**config.mk**
```make
export PLATFORM = sky130hd
export DESIGN_NAME = mem_arbiter
export DESIGN_NICKNAME = d
export VERILOG_FILES = /design/src/rtl/mem_arbiter.sv
export SDC_FILE = /design/constraint.sdc
export NUM_CORES = 1
export LEC_CHECK = 0
export CAP_MARGIN = 20
export CORE_MARGIN = 4
export CORE_UTILIZATION = 65
export DETAILED_ROUTE_END_ITERATION = 8
export DONT_BUFFER_PORTS = 1
export PLACE_DENSITY = 0.81
export SKIP_CTS_REPAIR_TIMING = 1
export SYNTH_ARGS = -nofsm -noshare
export SYNTH_HDL_FRONTEND = slang
export SYNTH_SLANG_ARGS = --single-unit
export TNS_END_PERCENT = 10
```
**constraint.sdc**
```tcl
create_clock -name clk -period 6.01 [get_ports clk]
set_input_delay 0.9015 -clock clk [delete_from_list [all_inputs] [get_ports clk]]
set_output_delay 0.9015 -clock clk [all_outputs]
set_load 0.03 [all_outputs]
```
**src/rtl/mem_arbiter.sv**
```systemverilog
// mem_arbiter: sequences instruction-fetch and data load/store accesses onto
// a single shared memory bus with round-robin arbitration, byte-lane
// selection, store-data replication, load extension and a bus timeout.
// Optional build macro: MISALIGN_TRAP_EN (misaligned half/word accesses and
// misaligned fetches are rejected with err instead of being word-aligned).
module mem_arbiter #(
  parameter int TIMEOUT_CYCLES = 255
) (
  input  logic        clk,
  input  logic        nrst,
  input  logic        i_req,
  input  logic [31:0] i_addr,
  output logic        i_ack,
  output logic [31:0] i_rdata,
  input  logic        d_read,
  input  logic        d_write,
  input  logic [2:0]  d_funct3,
  input  logic [31:0] d_addr,
  input  logic [31:0] d_wdata,
  output logic        d_ack,
  output logic [31:0] d_rdata,
  output logic        err,
  output logic        mem_req,
  output logic        mem_we,
  output logic [31:0] mem_addr,
  output logic [3:0]  mem_sel,
  output logic [31:0] mem_wdata,
  input  logic [31:0] mem_rdata,
  input  logic        mem_ack
);

  typedef enum logic [1:0] {
    ST_IDLE = 2'd0,
    ST_BUSY = 2'd1,
    ST_RESP = 2'd2
  } state_t;

  localparam logic        GRANT_FETCH = 1'b0;
  localparam logic        GRANT_DATA  = 1'b1;
  // Last BUSY cycle index before the access is abandoned.
  localparam logic [15:0] TMO_LAST    = 16'(TIMEOUT_CYCLES - 1);

  // Byte-lane enables for a data access of the given size.
  function automatic logic [3:0] f_sel(input logic [1:0] size, input logic [1:0] alo);
    logic [3:0] v_sel;
    case (size)
      2'b00:   v_sel = 4'b0001 << alo;
      2'b01:   v_sel = 4'b0011 << {alo[1], 1'b0};
      2'b10:   v_sel = 4'b1111;
      default: v_sel = 4'b0000;
    endcase
    return v_sel;
  endfunction

  // Replicate LSB-aligned store data across every lane it could land in.
  function automatic logic [31:0] f_repl(input logic [1:0] size, input logic [31:0] wdata);
    logic [31:0] v_data;
    case (size)
      2'b00:   v_data = {4{wdata[7:0]}};
      2'b01:   v_data = {2{wdata[15:0]}};
      default: v_data = wdata;
    endcase
    return v_data;
  endfunction

  // Move the addressed lane to bit 0 and sign/zero extend it.
  function automatic logic [31:0] f_extract(input logic [2:0] f3, input logic [1:0] alo,
                                            input logic [31:0] word);
    logic [31:0] v_shift;
    logic [31:0] v_res;
    case (f3[1:0])
      2'b00:   v_shift = word >> {alo, 3'b000};
      2'b01:   v_shift = word >> {alo[1], 4'b0000};
      default: v_shift = word;
    endcase
    case (f3)
      3'b000:  v_res = {{24{v_shift[7]}}, v_shift[7:0]};
      3'b001:  v_res = {{16{v_shift[15]}}, v_shift[15:0]};
      3'b100:  v_res = {24'h000000, v_shift[7:0]};
      3'b101:  v_res = {16'h0000, v_shift[15:0]};
      default: v_res = word;
    endcase
    return v_res;
  endfunction

  // Legality of the read/write/funct3 combination, ignoring alignment.
  function automatic logic f_data_legal(input logic rd, input logic wr, input logic [2:0] f3);
    logic v_ok;
    if (rd && wr) begin
      v_ok = 1'b0;
    end else if (rd) begin
      v_ok = (f3 == 3'b000) || (f3 == 3'b001) || (f3 == 3'b010) ||
             (f3 == 3'b100) || (f3 == 3'b101);
    end else begin
      v_ok = (f3[2] == 1'b0) && (f3[1:0] != 2'b11);
    end
    return v_ok;
  endfunction

  state_t      r_state;
  state_t      w_state_nxt;
  logic        r_last_grant;
  logic        r_owner;
  logic [15:0] r_cnt;
  logic [31:0] r_addr;
  logic [1:0]  r_alo;
  logic        r_we;
  logic [3:0]  r_sel;
  logic [31:0] r_wdata;
  logic [2:0]  r_funct3;
  logic        r_err;
  logic [31:0] r_rdata;

  logic w_d_pend;
  logic w_grant_any;
  logic w_grant_data;
  logic w_d_misalign;
  logic w_i_misalign;
  logic w_legal;
  logic w_tmo;
  logic w_busy;
  logic w_resp;

`ifdef MISALIGN_TRAP_EN
  assign w_d_misalign = ((d_funct3[1:0] == 2'b01) && d_addr[0]) ||
                        ((d_funct3[1:0] == 2'b10) && (d_addr[1:0] != 2'b00));
  assign w_i_misalign = (i_addr[1:0] != 2'b00);
`else
  assign w_d_misalign = 1'b0;
  assign w_i_misalign = 1'b0;
`endif

  // Round-robin: on contention the requester that did not win last time goes.
  assign w_d_pend     = d_read | d_write;
  assign w_grant_any  = i_req | w_d_pend;
  assign w_grant_data = w_d_pend & (~i_req | (r_last_grant == GRANT_FETCH));
  assign w_legal      = w_grant_data ? (f_data_legal(d_read, d_write, d_funct3) & ~w_d_misalign)
                                     : ~w_i_misalign;
  // A mem_ack on the last allowed cycle wins over the timeout.
  assign w_tmo        = (r_cnt == TMO_LAST) & ~mem_ack;

  // State register.
  always_ff @(posedge clk or negedge nrst) begin
    if (!nrst) begin
      r_state <= ST_IDLE;
    end else begin
      r_state <= w_state_nxt;
    end
  end

  // Next-state logic.
  always_comb begin
    w_state_nxt = r_state;
    case (r_state)
      ST_IDLE: begin
        if (w_grant_any) begin
          w_state_nxt = w_legal ? ST_BUSY : ST_RESP;
        end else begin
          w_state_nxt = ST_IDLE;
        end
      end
      ST_BUSY: begin
        if (mem_ack || w_tmo) begin
          w_state_nxt = ST_RESP;
        end else begin
          w_state_nxt = ST_BUSY;
        end
      end
      ST_RESP: w_state_nxt = ST_IDLE;
      default: w_state_nxt = ST_IDLE;
    endcase
  end

  // Access latch on grant, timeout counter and result capture.
  always_ff @(posedge clk or negedge nrst) begin
    if (!nrst) begin
      r_last_grant <= GRANT_FETCH;
      r_owner      <= GRANT_FETCH;
      r_cnt        <= 16'h0000;
      r_addr       <= 32'h0000_0000;
      r_alo        <= 2'b00;
      r_we         <= 1'b0;
      r_sel        <= 4'b0000;
      r_wdata      <= 32'h0000_0000;
      r_funct3     <= 3'b000;
      r_err        <= 1'b0;
      r_rdata      <= 32'h0000_0000;
    end else begin
      case (r_state)
        ST_IDLE: begin
          if (w_grant_any) begin
            r_last_grant <= w_grant_data;
            r_owner      <= w_grant_data;
            r_cnt        <= 16'h0000;
            r_err        <= ~w_legal;
            r_rdata      <= 32'h0000_0000;
            if (w_grant_data == GRANT_DATA) begin
              r_addr   <= {d_addr[31:2], 2'b00};
              r_alo    <= d_addr[1:0];
              r_we     <= d_write;
              r_sel    <= f_sel(d_funct3[1:0], d_addr[1:0]);
              r_wdata  <= f_repl(d_funct3[1:0], d_wdata);
              r_funct3 <= d_funct3;
            end else begin
              r_addr   <= {i_addr[31:2], 2'b00};
              r_alo    <= i_addr[1:0];
              r_we     <= 1'b0;
              r_sel    <= 4'b1111;
              r_wdata  <= 32'h0000_0000;
              r_funct3 <= 3'b010;
            end
          end
        end
        ST_BUSY: begin
          r_cnt <= r_cnt + 16'd1;
          if (mem_ack) begin
            r_err   <= 1'b0;
            r_rdata <= r_we ? 32'h0000_0000 : f_extract(r_funct3, r_alo, mem_rdata);
          end else if (w_tmo) begin
            r_err   <= 1'b1;
            r_rdata <= 32'h0000_0000;
          end
        end
        ST_RESP: begin
          r_cnt   <= 16'h0000;
          r_err   <= 1'b0;
          r_rdata <= 32'h0000_0000;
        end
        default: begin
          r_cnt <= 16'h0000;
        end
      endcase
    end
  end

  // Outputs decode directly from registered state, so reset clears them at once.
  assign w_busy    = (r_state == ST_BUSY);
  assign w_resp    = (r_state == ST_RESP);
  assign mem_req   = w_busy;
  assign mem_we    = w_busy & r_we;
  assign mem_sel   = w_busy ? r_sel : 4'b0000;
  assign mem_addr  = w_busy ? r_addr : 32'h0000_0000;
  assign mem_wdata = w_busy ? r_wdata : 32'h0000_0000;
  assign i_ack     = w_resp & (r_owner == GRANT_FETCH);
  assign d_ack     = w_resp & (r_owner == GRANT_DATA);
  assign err       = w_resp & r_err;
  assign i_rdata   = i_ack ? r_rdata : 32'h0000_0000;
  assign d_rdata   = d_ack ? r_rdata : 32'h0000_0000;

endmodule

```
==> flow_summary.toml, run 1 <==
[routing]
wl_per_cell_um = 21.14
vias = 5686
post-route-drc-count = 0
finalWirelength_mm = 18.81
drtIter0Drc = 441
drtAntennaViolNets = 0
firstDrtPassIters = 7
vias_per_cell = 6.389

[synth]
synth.distinct_cells = 52
synth_cells = 772
netlist_top_cells_count = "124 x dfrtp_1, 101 x and2_1, 91 x nand2_1"
ys_warn_count = 0
async_flop_share_pct = 100.0
synth-main-ff-cell = "dfrtp_1"
synth.most_common_cell = "dfrtp_1"
synth_area_leaders = "dfrtp_1 43%, mux2i_1 9.5%, and2_1 8.8%, a22o_1 6.0%, o21ai_0 5.2%"
synth_edf_count = 0
synth.top_cell.area_share_pct = 43.30
synth_seq_cells = 124
syn_avg_cell_area_um2 = 9.284
ys_seq_area_share_pct = 43.30
yosysTopAreaCell = "dfrtp_1"
syn_area_um2 = 7167

[timing]
fin_worst_skew_ns = 0.009011
fmax_ghz = 0.2705
post-route-min-period_ns = 3.697
period_share_pct = 61.51
final_max_slew_viol_count = 0
setup_tns_ns = 0
rsz0062_at_grt = "no"
finalHoldViolCount = 0
tightest_slew_ns = 1.027
slew_headroom_pct = 31.52
holdWs_ns = 0.08831
setup_viol = 0

[floorplan]
die_w_um = 113.0
num_rows = 38
io_pins = 274
start_util_pct = 66.40
core_um2 = 10790
dieArea_um2 = 12770
die_h_um = 113.0

[final_layout]
final_cell_area_um2 = 7781
n_fill_cell = 800
layout.cells.non_filler = 890
synthToLayoutAreaGrowth_pct = 8.572
final-seq-area_um2 = 3103
multiInputGateArea_um2 = 3802
antenna_cells = 0
nets = 880
drive_gt1_share_pct = 7.600

[power]
ir_drop_v = 0.0003180
powerDensity_nw_per_um2 = 510.2
leakagePower_nw = 3.713

[cts]
cts_buffers = 17
clockBufferDepth = 2
clkLatencyLatePin_ns = 0.51
clock_sinks = 124
h-tree-depth = 4
cts_tree = "yes"
clk_pin_slew_worst_paths_ns = 0.06
clock_tree.root_cell = "clkbuf_8"

[global_routing]
antenna_found_initial = 0
grt_max_degree = 125
grt_usage_pct = 28.79
grt_first_pass_wirelength_mm = 29.20
gr-total-overflow = 0
grt_pass1_vias = 5525

[run]
drv_cap = 0

[worst_setup_path]
worstReg2RegStart = "r_owner"
crit_path_end_kind = "output port"
cp.required_ns = 5.11
critPathLaunchType = "register"
cp_max_fo = 35
critPathKind = "reg -> out"
startpoint = "r_state[0]"
arrival_ns = 2.80

[run_status]
status = "finished clean"

[placed_design]
hpwl_mm = 13.33
place_congestion = 0.8986
portBuffers = 0
place_area_um2 = 7144
placed_cells = 856

[min_path]
worstHoldPathType = "in -> async"
[cells by family after synthesis]
family,count (synthesis),synth area share [%]
compound gates,177,16.71
mux,74,10.44
simple gates,314,23.36
xor+xnor,7,0.8555
fa+ha+maj,6,1.047
flops,124,43.30
buf+inv,69,4.242
other cells,1,0.05232
[layout by cell type (no fill, tap or decap), drive strengths merged, types with 7 or more instances in the layout]
cell,Yosys,layout
and3,35,35
dfrtp,124,124
and2,102,102
nand3,9,9
o21ai,76,76
mux2i,68,68
nor2,32,32
inv,7,7
nand2b,23,23
a22o,49,49
nand2,91,91
a21oi,18,18
clkbuf,43,21
[flip-flops by register name, summed over array words and instances, names as in the netlist]
name and count:
r_rdata 32, r_we 1, r_funct3 3, r_state 2, r_addr 30, r_sel 4, r_alo 2, r_owner 1
r_err 1, r_cnt 16, r_wdata 32
[metal layers]
layer | up-vias | wire length [um] | global-route usage (%)
li1 | 2624 | - | -
met1 | 2726 | 7190 | 35.14
met2 | 302 | 9282 | 47.87
met3 | 34 | 1878 | 9.626
met4 | 0 | 462 | 10.34
met5 | - | 0 | 0
[final cells by class]
class / count / share of cell area [%]
Multi-Input combinational cell: 580 / 48.87
Tap cell: 140 / 2.251
Sequential cell: 124 / 39.88
Clock buffer: 20 / 5.724
Inverter: 7 / 0.3377
Timing Repair Buffer: 7 / 0.7718
Clock inverter: 12 / 2.171
[final timing paths]
path                                     to  slack [ns]  depth (start not counted)
worst max-delay path            i_rdata[25]        2.31                          5
worst min-delay path             r_rdata[6]        0.09                          0
worst max register to register  r_funct3[0]        3.00                          4
worst min register to register  r_wdata[14]        0.47                          2
max in group asynchronous       r_rdata[23]        5.65                          0
min in group clk                r_wdata[14]        0.47                          2
[per-stage QoR]
stage                     power (mW)  setup slack [ns]  util [%]
final                          3.970             2.313     72.10
after global routing           4.206             2.148     72.10
after CTS                      3.976             1.791     71.89
after detailed placement       2.915             2.340     66.20
after global placement         2.836             2.493     66.20
after floorplan                2.639             3.290         -
[worst max-delay path: stages, from the launching register on]
cell and delay [ns]:
dfrtp_1 0.40, inv_1 0.09, ha_1 0.76, nor2b_2 0.44
buf_8 0.24, and2_1 0.35
[report_power, final]
| part | switching [mW] | leakage, nW | internal, mW | total [mW] |
|---|---|---|---|---|
| Clock | 0.360 | 0.300 | 0.692 | 1.05 |
| Combinational | 1.06 | 1.81 | 0.462 | 1.52 |
| Sequential | 0.263 | 1.60 | 1.14 | 1.40 |
| Total | 1.68 | 3.71 | 2.29 | 3.97 |
(Power assumes the default switching activity.)
==> run 2: changes to the inputs <==
--- a/config.mk
+++ b/config.mk
@@ -5,12 +5,13 @@
 export SDC_FILE = /design/constraint.sdc
 export NUM_CORES = 1
 export LEC_CHECK = 0
+export ABC_AREA = 1
 export CAP_MARGIN = 20
 export CORE_MARGIN = 4
-export CORE_UTILIZATION = 65
+export CORE_UTILIZATION = 58
 export DETAILED_ROUTE_END_ITERATION = 8
 export DONT_BUFFER_PORTS = 1
-export PLACE_DENSITY = 0.81
+export PLACE_DENSITY = 0.76
 export SKIP_CTS_REPAIR_TIMING = 1
 export SYNTH_ARGS = -nofsm -noshare
 export SYNTH_HDL_FRONTEND = slang
==> constraint.sdc (replaced) <==
create_clock -name clk -period 2.99 [get_ports clk]
set_input_delay 0.4485 -clock clk [delete_from_list [all_inputs] [get_ports clk]]
set_output_delay 0.4485 -clock clk [all_outputs]
set_load 0.03 [all_outputs]
==> run 2 against run 1 <==
Net effect:
- the flow now finishes with violations (negative hold slack)
- global-route usage decreased by 0.73 points
- clock power increased by 100%
- core utilization decreased by 4.4 points
- final cell count increased by 48%
- combinational power increased by 130%
- via count increased by 26%
- highest routed layer unchanged
- area after synthesis increased by 3.5%
- first-iteration DRC count increased by 76%
- largest cell class unchanged
==> flow_summary.toml, run 2 <==
[run_status]
status = "finished with violations"
violations = "negative hold slack"

[timing]
final_max_slew_viol_count = 0
finalHoldViolCount = 124
tightest_slew_ns = 0.9158
setup_tns_ns = 0
fin_worst_skew_ns = 0.004810
rsz0062_at_grt = "no"
holdWs_ns = -0.2720
setup_viol = 0
slew_headroom_pct = 38.88
fmax_ghz = 0.3999
period_share_pct = 83.63
post-route-min-period_ns = 2.500

[global_routing]
grt_max_degree = 125
grt_pass1_vias = 6736
gr-total-overflow = 0
antenna_found_initial = 0
grt_first_pass_wirelength_mm = 32.64
met1_usage_pct = 36.39
busiest_layer = "met2"
grt_usage_pct = 28.06
grt_use_met2_pct = 43.97
met3_usage_pct = 8.671

[cts]
cts_tree = "yes"
h-tree-depth = 4
clkLatencyLatePin_ns = 0.42
clockBufferDepth = 2
cts_buffers = 17
clock_tree.root_cell = "clkbuf_16"
clk_pin_slew_worst_paths_ns = 0.05
clock_sinks = 124

[floorplan]
die_w_um = 121.1
start_util_pct = 58.99
io_pins = 274
core_um2 = 12570
num_rows = 41
dieArea_um2 = 14660
die_h_um = 121.1

[worst_setup_path]
arrival_ns = 2.05
critPathKind = "reg -> out"
cp_common_cell = "inv_1"
crit_buf_inv = 3
slowest_delay_ns = 0.40
cp.required_ns = 2.54
crit_family = "buffers and inverters"
crit_chain = "inv_1 -> ha_2 -> buf_12 -> nand2_1 -> inv_1"
crit_slowest_cell = "dfrtp_1"
crit_path_end_kind = "output port"
critPathLaunchType = "register"
cp_max_fo = 68

[synth]
synth_area_leaders = "dfrtp_1 42%, nand2_1 15%, nor2_1 8.7%, inv_1 7.6%, o21ai_0 7.6%"
ys_seq_area_share_pct = 41.85
async_flop_share_pct = 100.0
synth.top_cell.area_share_pct = 41.85
synth_seq_cells = 124
synth-main-ff-cell = "dfrtp_1"
syn_avg_cell_area_um2 = 6.753
synth.distinct_cells = 37
syn_area_um2 = 7415
synth.most_common_cell = "nand2_1"
yosysTopAreaCell = "dfrtp_1"
synth_edf_count = 0
synth_cells = 1098
ys_warn_count = 0
netlist_top_cells_count = "305 x nand2_1, 172 x nor2_1, 151 x inv_1"

[final_layout]
reg_top3 = "r_rdata (32), r_wdata (32), r_addr (30)"
synthToLayoutAreaGrowth_pct = 14.83
drive_gt1_share_pct = 12.24
layout.cells.non_filler = 1317
layout_common_cells = "305 x nand2_1, 172 x nor2_1, 150 x inv_1"
final_common_cell = "nand2_1"
nets = 1274
finalCoreUtilization_pct = 67.75

[min_path]
worstHoldPathType = "in -> async"

[placed_design]
hpwl_mm = 14.47
placed_cells = 1284
portBuffers = 0
place_congestion = 0.8862

[routing]
wl_per_cell_um = 15.61
finalWirelength_mm = 20.56
drtIter0Drc = 774
firstDrtPassIters = 7
vias = 7167
vias_per_cell = 5.442
drtAntennaViolNets = 0
post-route-drc-count = 0

[power]
ir_drop_v = 0.0006499
leakagePower_nw = 4.532
total_power_mw = 8.285
powerDensity_nw_per_um2 = 973.1

[run]
drv_cap = 0
run 2: cells by family after synthesis:
| group | share of synthesized area (%) |
|---|---|
| adder cells (fa/ha/maj) | 1.012 |
| other | 0.05058 |
| flip-flops | 41.85 |
| XOR/XNOR | 0.1181 |
| AND/OR/NAND/NOR | 30.59 |
| AO/OA/AOI/OAI | 14.46 |
| buffers and inverters | 11.91 |
run 2: per-layer routing:
| metal | part of all wire (%) | vias up |
|---|---|---|
| li1 | - | 3473 |
| met1 | 39 | 3308 |
| met2 | 47 | 339 |
| met3 | 10 | 47 |
| met4 | 2.7 | 0 |
| met5 | 0 | - |
run 2: power breakdown:
part / switching [mW] / internal, mW / total, mW
combinational: 2.59 / 0.888 / 3.48
sequential: 0.423 / 2.28 / 2.70
clock: 0.770 / 1.33 / 2.10
total: 3.79 / 4.50 / 8.29
run 2: stage by stage:
| stage | setup slack [ns] | area [um2] | hold WS (ns) |
|---|---|---|---|
| 6_report | 0.4896 | 8514 | -0.2720 |
| 5_1_grt | 0.3947 | 8512 | -0.2958 |
| 4_1_cts | 0.4813 | 8512 | -0.2869 |
| 3_5_place_dp | 0.8258 | 7904 | 0.1586 |
| 3_3_place_gp | 0.8849 | 7904 | 0.1580 |
| 2_1_floorplan | 0.9728 | 7418 | 0.1529 |
run 2: path summary, 6_finish.rpt:
| check | slack (ns) | endpoint | start | cells past startpoint |
|---|---|---|---|---|
| setup / recovery | 0.49 | mem_wdata[16] | r_state[1] | 5 |
| hold / removal | -0.27 | r_cnt[9] | nrst | 0 |
| setup reg to reg | 0.81 | r_rdata[6] | r_state[1] | 8 |
| hold reg to reg | 0.48 | r_rdata[12] | r_rdata[12] | 2 |
| max in group asynchronous | 3.07 | r_addr[22] | nrst | 0 |
| min in group clk | 0.17 | r_funct3[2] | d_funct3[2] | 2 |
run 2: layout make-up:
type,count,area [um2]
multi-input cells,760,3435
fillers,1080,4054
inverters,156,585.6
diodes,1,2.502
clock inverters,14,168.9
flip-flops and latches,124,3103
well taps,172,215.2
repair buffers,72,565.5
clock buffers,18,439.2
==> run 3: changes to the inputs <==
--- a/config.mk
+++ b/config.mk
@@ -8,10 +8,10 @@
 export ABC_AREA = 1
 export CAP_MARGIN = 20
 export CORE_MARGIN = 4
-export CORE_UTILIZATION = 58
+export CORE_UTILIZATION = 64
 export DETAILED_ROUTE_END_ITERATION = 8
 export DONT_BUFFER_PORTS = 1
-export PLACE_DENSITY = 0.76
+export PLACE_DENSITY = 0.8
 export SKIP_CTS_REPAIR_TIMING = 1
 export SYNTH_ARGS = -nofsm -noshare
 export SYNTH_HDL_FRONTEND = slang
==> constraint.sdc (replaced) <==
create_clock -name clk -period 2.48 [get_ports clk]
set_input_delay 0.372 -clock clk [delete_from_list [all_inputs] [get_ports clk]]
set_output_delay 0.372 -clock clk [all_outputs]
set_load 0.03 [all_outputs]
==> run 3 against run 2 <==
Net effect:
- the flow still finishes with violations (negative hold slack)
- register-to-register slack worse by 0.47 ns
- core utilization up 6.8 points
- non-clock buffer count grew 2
- critical endpoint is now mem_wdata[0]
- largest cell class unchanged
- largest power group unchanged
==> flow_summary.toml, run 3 (synthesized netlist as in run 2, its figures left out) <==
[run_status]
status = "finished with violations"
violations = "negative hold slack"

[placed_design]
portBuffers = 0
place_congestion = 0.9066
hpwl_mm = 14.28
placed_cells = 1256

[floorplan]
core_um2 = 11370
die_h_um = 115.6
start_util_pct = 65.21
num_rows = 39
die_w_um = 115.6
io_pins = 274
dieArea_um2 = 13370

[global_routing]
antenna_found_initial = 0
grt_first_pass_wirelength_mm = 32.37
gr-total-overflow = 0
grt_pass1_vias = 6501
grt_max_degree = 125
grt_usage_pct = 30.99

[power]
ir_drop_v = 0.0008445
leakagePower_nw = 4.538
powerDensity_nw_per_um2 = 1170

[routing]
finalWirelength_mm = 20.83
drtAntennaViolNets = 0
vias_per_cell = 5.536
wl_per_cell_um = 16.16
vias = 7136
firstDrtPassIters = 5
drtIter0Drc = 661
post-route-drc-count = 0

[cts]
h-tree-depth = 4
clockBufferDepth = 2
cts_tree = "yes"
clock_tree.root_cell = "clkbuf_16"
clk_pin_slew_worst_paths_ns = 0.06
cts_buffers = 17
clkLatencyLatePin_ns = 0.42
clock_sinks = 124

[worst_setup_path]
crit_buf_inv = 3
cp_max_fo = 63
critPathLaunchType = "register"
cp.required_ns = 2.11
crit_path_end_kind = "output port"
cp_common_cell = "inv_1"
arrival_ns = 1.98
worst-r2r-cell-count = 7
crit_family = "buffers and inverters"
slowest_delay_ns = 0.41
crit_chain = "inv_1 -> ha_2 -> buf_12 -> nand2_1 -> inv_1"
critPathKind = "reg -> out"
crit_slowest_cell = "dfrtp_1"
crit_cells = 5

[timing]
slew_headroom_pct = 36.73
rsz0062_at_grt = "no"
holdWs_ns = -0.3481
final_max_slew_viol_count = 0
fmax_ghz = 0.4249
finalHoldViolCount = 124
period_share_pct = 94.91
post-route-min-period_ns = 2.354
tightest_slew_ns = 0.9480
fin_worst_skew_ns = 0.007061
setup_tns_ns = 0
setup_viol = 0

[run]
drv_cap = 0

[final_layout]
layout.cells.non_filler = 1289
final_common_cell = "nand2_1"
drive_gt1_share_pct = 12.30
nets = 1276
reg_top3 = "r_rdata (32), r_wdata (32), r_addr (30)"
antenna_cells = 0
layout_common_cells = "304 x nand2_1, 172 x nor2_1, 150 x inv_1"
synthToLayoutAreaGrowth_pct = 14.33
n_fill_cell = 916

[min_path]
worstHoldPathType = "in -> async"
[run 3: cell count changes in the layout (fill, tap and decap cells not counted), sizes merged]
cell and change:
buf +2, bufinv -1, clkbuf +3, clkinv +1, clkinvlp -1, diode -1, inv -2
[run 3: per-layer routing]
metal / part of all wire [%] / GRT usage (%) / wire, um
met1: 38 / 39.53 / 7892
met2: 49 / 50.62 / 10300
met3: 10 / 9.191 / 2177
met4: 2.2 / 11.06 / 462
met5: 0 / 0 / 0
[run 3: per-stage QoR]
stage                     setup WS (ns)  power [mW]  util (%)  instance area, um2
final                            0.1263       9.918     74.56                8477
after global routing            0.02815       10.62     74.56                8477
after CTS                       0.02686       9.866     74.36                8454
after detailed placement         0.3344       7.429     69.26                7875
after global placement           0.4386       7.343     69.26                7875
after floorplan                  0.5393       6.665         -                7418
[run 3: power breakdown]
part | total, mW | internal (mW) | switching, mW
sequential | 3.25 | 2.75 | 0.505
combinational | 4.24 | 1.09 | 3.15
clock | 2.42 | 1.53 | 0.899
[run 3: worst paths after layout]
path | start | to | slack (ns)
max in group asynchronous | nrst | r_addr[11] | 2.64
max | r_state[1] | mem_wdata[0] | 0.13
min reg2reg | r_rdata[12] | r_rdata[12] | 0.48
min in group clk | d_funct3[2] | r_funct3[2] | 0.09
max reg2reg | r_state[1] | r_err | 0.34
min | nrst | r_cnt[2] | -0.35
[run 3: final cells by class]
cell class	count	area (um2)	area share [%]
timing repair buffer	74	593.1	6.996
clock buffer	21	460.4	5.432
multi-input combinational	760	3437	40.55
inverter	156	585.6	6.908
sequential	124	3103	36.61
tap	143	178.9	2.111
clock inverter	11	118.9	1.402
